**src/rtl/blackjack_pkg.sv**
```systemverilog
`default_nettype none
// ============================================================================
//  Module   : blackjack_pkg
//  Purpose  : Shared constants, state encoding and helper functions for the
//             blackjack controller and its card source.
//  Ports    : none (package)
//  Revision : 1.0 - initial release
// ============================================================================
package blackjack_pkg;

   // Game constants
   localparam logic [5:0] BJ_TARGET = 6'd21;
   localparam logic [5:0] ACE_BONUS = 6'd10;
   localparam logic [3:0] FACE_CAP  = 4'd10;

   // Controller state encoding
   typedef logic [1:0] state_t;
   localparam state_t ST_IDLE  = 2'd0;
   localparam state_t ST_DEAL1 = 2'd1;
   localparam state_t ST_HITS  = 2'd2;
   localparam state_t ST_DONE  = 2'd3;

   // Folds any raw 4-bit value into a legal card value 1..10.
   // Zero and everything above the face cap count as a face card.
   function automatic logic [3:0] cap_card(input logic [3:0] raw);
      cap_card = ((raw == 4'd0) || (raw > FACE_CAP)) ? FACE_CAP : raw;
   endfunction

   // Effective total: an ace counts 11 whenever that does not bust the hand.
   function automatic logic [5:0] eff_sum(input logic [5:0] hard, input logic ace);
      eff_sum = (ace && (hard <= 6'd11)) ? (hard + ACE_BONUS) : hard;
   endfunction

endpackage
`default_nettype wire

```
**src/rtl/card_lfsr.sv**
```systemverilog
`default_nettype none
// ============================================================================
//  Module   : card_lfsr
//  Purpose  : Free-running 4-bit LFSR (x^4+x^3+1) mapped to card values 1..10.
//  Ports    : clk  - clock
//             rst  - synchronous active-high reset, loads SEED
//             card - card value derived from the current LFSR state
//  Revision : 1.0 - initial release
// ============================================================================
module card_lfsr
   import blackjack_pkg::*;
#(
   parameter logic [3:0] SEED = 4'b0001
) (
   input  logic       clk,
   input  logic       rst,
   output logic [3:0] card
);

   logic [3:0] lfsr;

   // Shift left, feedback from the two top taps; the all-zero state is never
   // reached from a nonzero seed, so the period is 15.
   always_ff @(posedge clk) begin
      if (rst) begin
         lfsr <= SEED;
      end else begin
         lfsr <= {lfsr[2:0], lfsr[3] ^ lfsr[2]};
      end
   end

   always_comb begin
      card = cap_card(lfsr);
   end

endmodule
`default_nettype wire

```
**src/rtl/blackjack_ctrl.sv**
```systemverilog
`default_nettype none
// ============================================================================
//  Module   : blackjack_ctrl
//  Purpose  : Four-card blackjack hand controller. Accepts draw pulses in
//             order, accumulates the hand and reports win/lose.
//  Ports    : clk, rst          - clock, synchronous active-high reset
//             card_os[3:0]      - one-cycle draw pulses, bit0 = first card
//             ext_card_en       - use ext_card instead of the LFSR
//             ext_card[3:0]     - external card value (1..10, others -> 10)
//             win_pulse/lose_pulse - one-cycle result strobes
//             win/lose          - latched result levels
//             hand_sum[5:0]     - effective hand total
//             card_cnt[2:0]     - cards accepted (0..4)
//             last_card[3:0]    - most recently accepted card
//  Revision : 1.0 - initial release
// ============================================================================
module blackjack_ctrl
   import blackjack_pkg::*;
#(
   parameter logic [3:0] LFSR_SEED = 4'b0001
) (
   input  logic       clk,
   input  logic       rst,
   input  logic [3:0] card_os,
   input  logic       ext_card_en,
   input  logic [3:0] ext_card,
   output logic       win_pulse,
   output logic       lose_pulse,
   output logic       win,
   output logic       lose,
   output logic [5:0] hand_sum,
   output logic [2:0] card_cnt,
   output logic [3:0] last_card
);

   state_t     state;
   logic [5:0] hard;
   logic       ace;

   logic [3:0] lfsr_card;
   logic [3:0] card;
   logic       accept;
   logic       fresh;
   logic [5:0] base_hard;
   logic       base_ace;
   logic [2:0] base_cnt;
   logic [5:0] new_hard;
   logic       new_ace;
   logic [2:0] new_cnt;
   logic [5:0] new_sum;
   logic       res_win;
   logic       res_lose;

   card_lfsr #(
      .SEED (LFSR_SEED)
   ) u_card_lfsr (
      .clk  (clk),
      .rst  (rst),
      .card (lfsr_card)
   );

   always_comb begin
      card = ext_card_en ? cap_card(ext_card) : lfsr_card;
   end

   // Only the bit the current state is waiting for can be accepted.
   always_comb begin
      accept = 1'b0;
      case (state)
         ST_IDLE  : accept = card_os[0];
         ST_DEAL1 : accept = card_os[1];
         ST_HITS  : accept = ((card_cnt == 3'd2) && card_os[2]) ||
                             ((card_cnt == 3'd3) && card_os[3]);
         ST_DONE  : accept = card_os[0];
         default  : accept = 1'b0;
      endcase
   end

   // A first card (from IDLE or DONE) starts from an empty hand.
   always_comb begin
      fresh     = (state == ST_IDLE) || (state == ST_DONE);
      base_hard = fresh ? 6'd0 : hard;
      base_ace  = fresh ? 1'b0 : ace;
      base_cnt  = fresh ? 3'd0 : card_cnt;
      new_hard  = base_hard + {2'b00, card};
      new_ace   = base_ace | (card == 4'd1);
      new_cnt   = base_cnt + 3'd1;
      new_sum   = eff_sum(new_hard, new_ace);
      res_win   = (new_cnt >= 3'd2) && (new_sum == BJ_TARGET);
      res_lose  = (new_cnt >= 3'd2) && !res_win &&
                  ((new_sum > BJ_TARGET) || (new_cnt == 3'd4));
   end

   always_ff @(posedge clk) begin
      if (rst) begin
         state      <= ST_IDLE;
         hard       <= 6'd0;
         ace        <= 1'b0;
         card_cnt   <= 3'd0;
         last_card  <= 4'd0;
         win        <= 1'b0;
         lose       <= 1'b0;
         win_pulse  <= 1'b0;
         lose_pulse <= 1'b0;
      end else begin
         win_pulse  <= 1'b0;
         lose_pulse <= 1'b0;
         if (accept) begin
            hard       <= new_hard;
            ace        <= new_ace;
            card_cnt   <= new_cnt;
            last_card  <= card;
            win_pulse  <= res_win;
            lose_pulse <= res_lose;
            // Levels are rewritten on every accepted card: cleared when a new
            // game begins, set when this card decides the hand.
            win        <= res_win;
            lose       <= res_lose;
            if (res_win || res_lose) begin
               state <= ST_DONE;
            end else if (fresh) begin
               state <= ST_DEAL1;
            end else begin
               state <= ST_HITS;
            end
         end
      end
   end

   always_comb begin
      hand_sum = eff_sum(hard, ace);
   end

endmodule
`default_nettype wire

```
**config.mk**
```make
export PLATFORM = sky130hd
export DESIGN_NAME = blackjack_ctrl
export DESIGN_NICKNAME = d
export VERILOG_FILES = /design/src/rtl/blackjack_pkg.sv /design/src/rtl/card_lfsr.sv /design/src/rtl/blackjack_ctrl.sv
export SDC_FILE = /design/constraint.sdc
export NUM_CORES = 1
export LEC_CHECK = 0
export BUFFER_PORTS_ARGS = -buffer_cell sky130_fd_sc_hd__buf_4
export CAP_MARGIN = 20
export CORE_ASPECT_RATIO = 0.7
export CORE_MARGIN = 3
export CORE_UTILIZATION = 35
export CTS_CLUSTER_DIAMETER = 40
export DETAILED_ROUTE_END_ITERATION = 7
export SLEW_MARGIN = 10
export SYNTH_ARGS = -nofsm -noshare
export SYNTH_HDL_FRONTEND = slang
export SYNTH_SLANG_ARGS = --single-unit
```
**constraint.sdc**
```tcl
create_clock -name clk -period 6.65 [get_ports clk]
set_input_delay 0.3325 -clock clk [delete_from_list [all_inputs] [get_ports clk]]
set_output_delay 0.3325 -clock clk [all_outputs]
set_load 0.02 [all_outputs]
```
==> results of run 1 <==
-- cell usage in the layout (no fill, tap or decap), types with 4 or more instances in the layout --
master     n
a21oi_1   13
dfxtp_1   24
nand3_1    4
ha_1      15
nor2b_1    6
inv_1     18
a21o_1     5
a211oi_1   6
nor3_1     6
nand2b_1   7
nor2_1    17
nand2_1   24
o21ai_0   10
buf_4     28
-- sequential cells by signal (all words and copies together), names as in the netlist --
name and flops:
hard 6, last_card 4, u_card_lfsr.lfsr 4, card_cnt 3, state 2, ace 1
lose 1, lose_pulse 1, win 1, win_pulse 1
-- metal layers --
| layer | up-vias | part of all wire (%) | global-route usage [%] |
|---|---|---|---|
| li1 | 813 | - | - |
| met1 | 722 | 56 | 24.3 |
| met2 | 46 | 38 | 21.3 |
| met3 | 4 | 5.7 | 3.81 |
| met4 | 0 | 0.60 | 2.42 |
| met5 | - | 0 | 0 |
-- power by group --
| group | internal (uW) | switching [uW] | total, uW | leakage, uW |
|---|---|---|---|---|
| Combinational | 137 | 208 | 344 | 0.000721 |
| Clock | 80.6 | 50.8 | 131 | 0.0000357 |
| Sequential | 172 | 28.2 | 201 | 0.000197 |
-- cell type report --
class                   count  area (um^2)  share of cell area (%)
multi-input cells         167         1120                    55.2
clock inverters             1         30.0                    1.47
repair buffers             28          210                    10.3
flip-flops and latches     24          480                    23.6
inverters                  18         67.6                    3.32
well taps                  66         82.6                    4.05
clock buffers               3         41.3                    2.03
-- worst min path at each step --
stage / startpoint / end / slack [ns] / cells past startpoint
5_1_grt: rst / ace / 0.40 / 2
4_1_cts: rst / hard[5] / 0.40 / 2
6_report: rst / hard[5] / 0.40 / 2
3_5_place_dp: last_card[2] / last_card[2] / 0.45 / 2
3_3_place_gp: last_card[2] / last_card[2] / 0.45 / 2
2_1_floorplan: hard[0] / hard[0] / 0.45 / 2
-- cells by family after synthesis --
kind of cell / Yosys count / synth area share, %
and+or+nand+nor: 82 / 24.1
xor gates and xnor gates: 5 / 2.56
adders and majority gates: 16 / 12.2
AOI/OAI and AO/OA: 60 / 24.5
DFF: 24 / 28.1
buffers and inverters: 26 / 6.01
muxes: 4 / 2.49
-- critical path: cells and delay by family (launching register included) --
kind	cells	cell delay [ns]
compound gates	7	1.35
fa+ha+maj	2	0.43
buf+inv	1	0.10
flops	1	0.34
mux	1	0.44
simple gates	3	0.92
-- metrics by stage --
stage	worst slack, ns	utilization [%]	instance area [um^2]
after floorplan	3.44	-	1710
after global placement	3.09	43.4	1970
after detailed placement	3.04	43.4	1970
after CTS	2.99	45.0	2040
after global routing	2.73	45.0	2040
final	2.95	45.0	2040
==> qor.csv, run 1 <==
stage;metric;value;unit
run_status;status;complete, no violations;
placement;# port buffers;27;
timing;worst hold slack;0.395;ns
cells_and_area;layout cell share with drive strength beyond 1;18.3;%
detailed_routing;routed length per instance;13.7;um
floorplanning;Die Ht;64.4;um
critical_path;R2R setup slack;2.95;ns
cells_and_area;Finished Layout Cells;307;
global_routing;pin count of the biggest net entering global routing;23;
cells_and_area;# diodes;0;
critical_path;CP arrival;3.86;ns
synthesis;Post-Syn Area;1710;um^2
timing;minimum clock period after layout;3.70;ns
global_routing;vias in the first global route;1440;
clocking;CTS root buffer;clkbuf_8;
cells_and_area;P&R area growth vs syn;19.3;%
placement;post-detail-place hpwl;3.29;mm
synthesis;number of enable flip-flop cells after synthesis;0;
worst_hold_path;hold crit path type;input port to flop;
cells_and_area;Nets;269;
critical_path;Startpoint Class;flop;
global_routing;gr usage total;15.5;%
synthesis;post-synthesis async set-or-reset flop share;0;%
clocking;CTS Hold Bufs;0;
synthesis;Seq/Total Area, Yosys;28.1;%
critical_path;Critical Path Slowest Stage Cell;mux2i_1;
placement;Placed Cells;303;
synthesis;Yosys top cell by area;dfxtp_1;
synthesis;FF+latch count, synth;24;
critical_path;worst path required time;6.81;ns
clocking;CTS Sinks;24;
floorplanning;Die Area;5770;um^2
synthesis;top cells by area, synth;dfxtp_1 (28%), ha_1 (11%), nand2_1 (5.3%);
detailed_routing;Via Count;1585;
timing;crit share post-route;55.6;%
synthesis;Yosys Warn Count;0;
detailed_routing;final WL;4.20;mm
power;pwr dens;332;nW/um^2
clocking;Max Root-Sink Buffers;2;
critical_path;endpoint class of the critical path;flop;
clocking;clk slew on worst S/H paths;0.09;ns
detailed_routing;Antenna Violating Nets Remaining;0;
critical_path;CP endpoint;state[0];
critical_path;worst r2r src;u_card_lfsr.lfsr[2];
clocking;CTS tree;built;
timing;fmax;271;MHz
timing;fin. max-slew vios;0;
power;LEAKAGE;0.000953;uW
power;Worst VDD drop;0.205;mV
global_routing;initial antenna violation count;0;
timing;final setup violation count;0;
critical_path;Crit. Startpoint;u_card_lfsr.lfsr[2];
power;Final Power;676;uW
critical_path;most frequent CP cell;ha_1;
detailed_routing;Initial DRT Pass Iterations;4;
floorplanning;IO Pins;28;
critical_path;R2R cell count;14;
timing;Final Hold Vio Count;0;
floorplanning;number of core rows;20;
floorplanning;Core Region;4530;um^2
synthesis;commonest cells in the synthesized netlist;dfxtp_1 (24), nand2_1 (24), inv_1 (18), nor2_1 (17), ha_1 (15);
clocking;Post-CTS Resized;0;
detailed_routing;vias per cell;5.16;
clocking;clk_lat worst skew;0.27;ns
timing;Worst Tran Pin Value;0.479;ns
synthesis;top cell type's share of synthesized area;28.1;%
timing;setup TNS;0;ns
critical_path;FF-to-FF End;state[0];
flow_run;MaxCap Viol Count;0;
synthesis;Synth Area per Inst;7.87;um^2
timing;final setup skew;0.00312;ns
critical_path;crit path cell chain;inv_1 > ha_1 > or2b_2 > a21oi_1 > o32a_2 > ha_1 > and3_1 > a22oi_1 > mux2i_1 > o211ai_1 > or3_1 > a21o_1 > o2bb2ai_1 > o21bai_1;
clocking;CTS buffer count;3;
clocking;Setup Buffers After CTS;0;
synthesis;Mapped Nets;244;
detailed_routing;Initial DRC Count;132;
timing;slew margin rel.;67.8;%
global_routing;GR Overflow Total;0;
synthesis;synth unique cells;47;
critical_path;CP peak stage delay;0.44;ns
critical_path;CP Max Fanout;5;
cells_and_area;fillers;483;
critical_path;CP Class;flop to flop;
synthesis;predominant post-synthesis flop cell;dfxtp_1;
floorplanning;initial core utilization;37.7;%
global_routing;first-pass GRT wire length;6.98;mm
detailed_routing;Residual DRC;0;
clocking;H-tree Lvls;1;
synthesis;Synth Instances;217;
timing;unrepaired setup endpoints after global routing;no;
floorplanning;Die X;89.5;um
placement;gpl congestion;0.849;
Note: power is estimated with default switching activity, not from simulation.
==> run 2: changes to the inputs <==
--- a/config.mk
+++ b/config.mk
@@ -5,6 +5,7 @@
 export SDC_FILE = /design/constraint.sdc
 export NUM_CORES = 1
 export LEC_CHECK = 0
+export ABC_AREA = 1
 export BUFFER_PORTS_ARGS = -buffer_cell sky130_fd_sc_hd__buf_4
 export CAP_MARGIN = 20
 export CORE_ASPECT_RATIO = 0.7
==> constraint.sdc (replaced) <==
create_clock -name clk -period 3.65 [get_ports clk]
set_input_delay 0.1825 -clock clk [delete_from_list [all_inputs] [get_ports clk]]
set_output_delay 0.1825 -clock clk [all_outputs]
set_load 0.02 [all_outputs]
==> run 2 against run 1 <==
Area after synthesis down 2.3%. Largest power group unchanged. Global-route usage down 1.3 points. Die area decreased by 2.2%. Largest cell class unchanged.
==> qor.csv, run 2 <==
stage;metric;value;unit;change
power;Clock Power Share;13.3;%;-6.1 points
detailed_routing;vias per cell;4.77;;-7.6%
timing;setup TNS;0;ns;unchanged
synthesis;Synth Area per Inst;6.98;um^2;-11%
timing;minimum clock period after layout;3.17;ns;-0.531 ns
synthesis;synth unique cells;32;;-32%
power;Power Internal;730;uW;+87%
placement;# port buffers;27;;unchanged
synthesis;Yosys Warn Count;0;;unchanged
detailed_routing;Via Count;1531;;-3.4%
synthesis;Yosys top cell by area;dfxtp_1;;
critical_path;CP arrival;3.32;ns;-0.54 ns
worst_hold_path;start point of the worst hold path;rst;;
power;pwr dens;704;nW/um^2;+110%
floorplanning;Core Region;4450;um^2;-1.7%
floorplanning;Die X;88.5;um;-1.1%
cells_and_area;most frequent cells in the layout;nand2_1 (43), inv_1 (37), buf_4 (29);;
critical_path;worst r2r src;state[0];;
clocking;CTS root buffer;clkbuf_8;;
detailed_routing;routed length per instance;11.9;um;-13%
timing;worst hold slack;0.112;ns;-0.283 ns
critical_path;endpoint class of the critical path;flop;;
worst_hold_path;Hold EP;u_card_lfsr.lfsr[3];;
worst_hold_path;hold path cells;2;;unchanged
cells_and_area;Nets;294;;+9.3%
clocking;CTS Hold Bufs;0;;unchanged
timing;crit share post-route;86.7;%;+31 points
timing;Final Hold Vio Count;0;;unchanged
power;LEAKAGE;0.00101;uW;+5.7%
clocking;H-tree Lvls;1;;unchanged
floorplanning;Die Area;5640;um^2;-2.2%
global_routing;first-pass GRT wire length;6.33;mm;-9.4%
timing;Worst Tran Pin Value;0.537;ns;+0.0579 ns
cells_and_area;# diodes;0;;unchanged
global_routing;vias in the first global route;1355;;-5.9%
clocking;clk_lat worst skew;0.27;ns;about the same
placement;post-detail-place hpwl;3.07;mm;-6.8%
cells_and_area;P&R area growth vs syn;18.5;%;
power;Sw Ratio;47.5;%;+5.1 points
cells_and_area;most common cell after layout, fill and taps aside;nand2_1;;
synthesis;most frequent cell after synthesis;nand2_1;;
global_routing;initial antenna violation count;0;;unchanged
detailed_routing;Initial DRC Count;73;;-45%
cells_and_area;Largest register FFs;6;;unchanged
critical_path;FF-to-FF End;state[0];;
clocking;Max Root-Sink Buffers;2;;unchanged
power;Worst VDD drop;0.382;mV;+87%
timing;fin. max-slew vios;0;;unchanged
critical_path;CP Class;flop to flop;;
critical_path;Startpoint Class;flop;;
synthesis;Post-Syn Area;1670;um^2;-2.3%
flow_run;MaxCap Viol Count;0;;unchanged
floorplanning;number of core rows;20;;unchanged
global_routing;GR Overflow Total;0;;unchanged
timing;unrepaired setup endpoints after global routing;no;;
synthesis;Seq/Total Area, Yosys;28.8;%;+0.68 points
critical_path;R2R cell count;18;;+4
worst_hold_path;hold crit path type;input port to flop;;
synthesis;Mapped Nets;266;;+9.0%
synthesis;FF+latch count, synth;24;;unchanged
placement;gpl congestion;0.915;;+7.7%
synthesis;post-synthesis async set-or-reset flop share;0;%;unchanged
global_routing;pin count of the biggest net entering global routing;20;;-13%
cells_and_area;Largest regs;hard (6), last_card (4), u_card_lfsr.lfsr (4);;
synthesis;top cells by area, synth;dfxtp_1 (29%), ha_1 (11%), nand2_1 (9.7%);;
clocking;clk slew on worst S/H paths;0.09;ns;about the same
detailed_routing;Residual DRC;0;;unchanged
synthesis;commonest cells in the synthesized netlist;nand2_1 (43), inv_1 (37), dfxtp_1 (24), a21oi_1 (20), nor2_1 (20);;
floorplanning;Die Ht;63.8;um;-1.1%
cells_and_area;final core occ;44.4;%;-0.62 points
clocking;Setup Buffers After CTS;0;;unchanged
run_status;status;complete, no violations;;
critical_path;R2R setup slack;0.48;ns;-2.47 ns
detailed_routing;Initial DRT Pass Iterations;4;;unchanged
timing;fmax;316;MHz;+17%
timing;final setup violation count;0;;unchanged
critical_path;worst path required time;3.81;ns;-3.00 ns
cells_and_area;fillers;483;;unchanged
timing;slew margin rel.;64.2;%;-3.7 points
clocking;CTS buffer count;3;;unchanged
clocking;CTS tree;built;;
global_routing;gr usage total;14.2;%;-1.3 points
detailed_routing;final WL;3.83;mm;-8.7%
power;Comb power frac;58.9;%;+8.0 points
detailed_routing;Antenna Violating Nets Remaining;0;;unchanged
synthesis;Synth Instances;239;;+10%
floorplanning;IO Pins;28;;unchanged
timing;final setup skew;0.00491;ns;+0.00180 ns
critical_path;CP Max Fanout;9;;+4
cells_and_area;largest register by flop count;hard;;
power;Psw;660;uW;+130%
floorplanning;initial core utilization;37.4;%;-0.26 points
synthesis;number of enable flip-flop cells after synthesis;0;;unchanged
synthesis;top cell type's share of synthesized area;28.8;%;+0.68 points
synthesis;predominant post-synthesis flop cell;dfxtp_1;;
clocking;CTS Sinks;24;;unchanged
cells_and_area;layout cell share with drive strength beyond 1;19.5;%;+1.3 points
power;Final Power;1390;uW;+110%
clocking;Post-CTS Resized;0;;unchanged
power;Seq pwr share;27.8;%;-1.9 points
run 2: cell count changes after synthesis, sizes merged, moves of 7 or more:
cell    previous run  this run
nand2             24        52
o21ai             11        19
nand3              4        20
a21oi             13        20
inv               18        39
nand2b             7         0
run 2: routing by layer:
layer	part of all wire [%]	GRT usage (%)	vias to the layer above
met5	0	0	-
met4	0.81	1.70	0
met1	54	22.1	665
met2	39	19.6	39
li1	-	-	823
met3	6.4	4.12	4
run 2: through the flow:
stage / setup WS, ns / area (um^2) / instances
6_report: 0.485 / 1980 / 321
5_1_grt: 0.186 / 1980 / 321
4_1_cts: 0.480 / 1980 / 321
3_5_place_dp: 0.494 / 1920 / 317
3_3_place_gp: 0.573 / 1920 / 317
2_1_floorplan: 0.794 / 1670 / 239
run 2: kinds of logic (layout without fill, tap and decap cells):
kind of cell,Yosys count,count (layout),synth area share [%]
xor+xnor,5,5,3.08
fa+ha+maj,16,16,12.5
flops,24,24,28.8
buf+inv,46,73,11.5
compound gates,44,44,14.0
simple gates,104,104,30.2
run 2: worst max-delay path by stage:
stage,startpoint,to,depth (start not counted)
4_1_cts,state[0],state[0],18
2_1_floorplan,state[0],lose,21
6_report,state[0],state[0],18
3_3_place_gp,state[0],lose,20
3_5_place_dp,state[0],state[0],18
5_1_grt,state[0],state[0],18
run 2: final cells by class:
type / count / area [um^2] / share of cell area [%]
Clock buffer: 4 / 55.1 / 2.79
Sequential cell: 24 / 480 / 24.3
Inverter: 40 / 158 / 7.98
Timing Repair Buffer: 29 / 218 / 11.0
Tap cell: 55 / 68.8 / 3.48
Multi-Input combinational cell: 169 / 996 / 50.4
run 2: power by group through the flow:
stage / sequential [uW] / combinational [uW] / clock [uW]
4_1_cts: 387 / 822 / 190
6_report: 386 / 819 / 184
3_3_place_gp: 393 / 819 / 0
5_1_grt: 398 / 915 / 204
2_1_floorplan: 427 / 551 / 0
3_5_place_dp: 392 / 818 / 0
run 2: critical path, stage by stage (launching register included):
cell,delay [ns]
dfxtp_1,0.36
inv_1,0.05
ha_1,0.46
nor2_1,0.17
ha_1,0.19
inv_1,0.06
fa_1,0.41
nand3b_1,0.17
nand2_1,0.11
xor2_2,0.17
nand2_1,0.11
nor2_4,0.16
nand2_2,0.09
nand2_2,0.06
nand2_2,0.05
a21oi_1,0.12
nand2_1,0.09
o21bai_2,0.15
a21oi_1,0.09
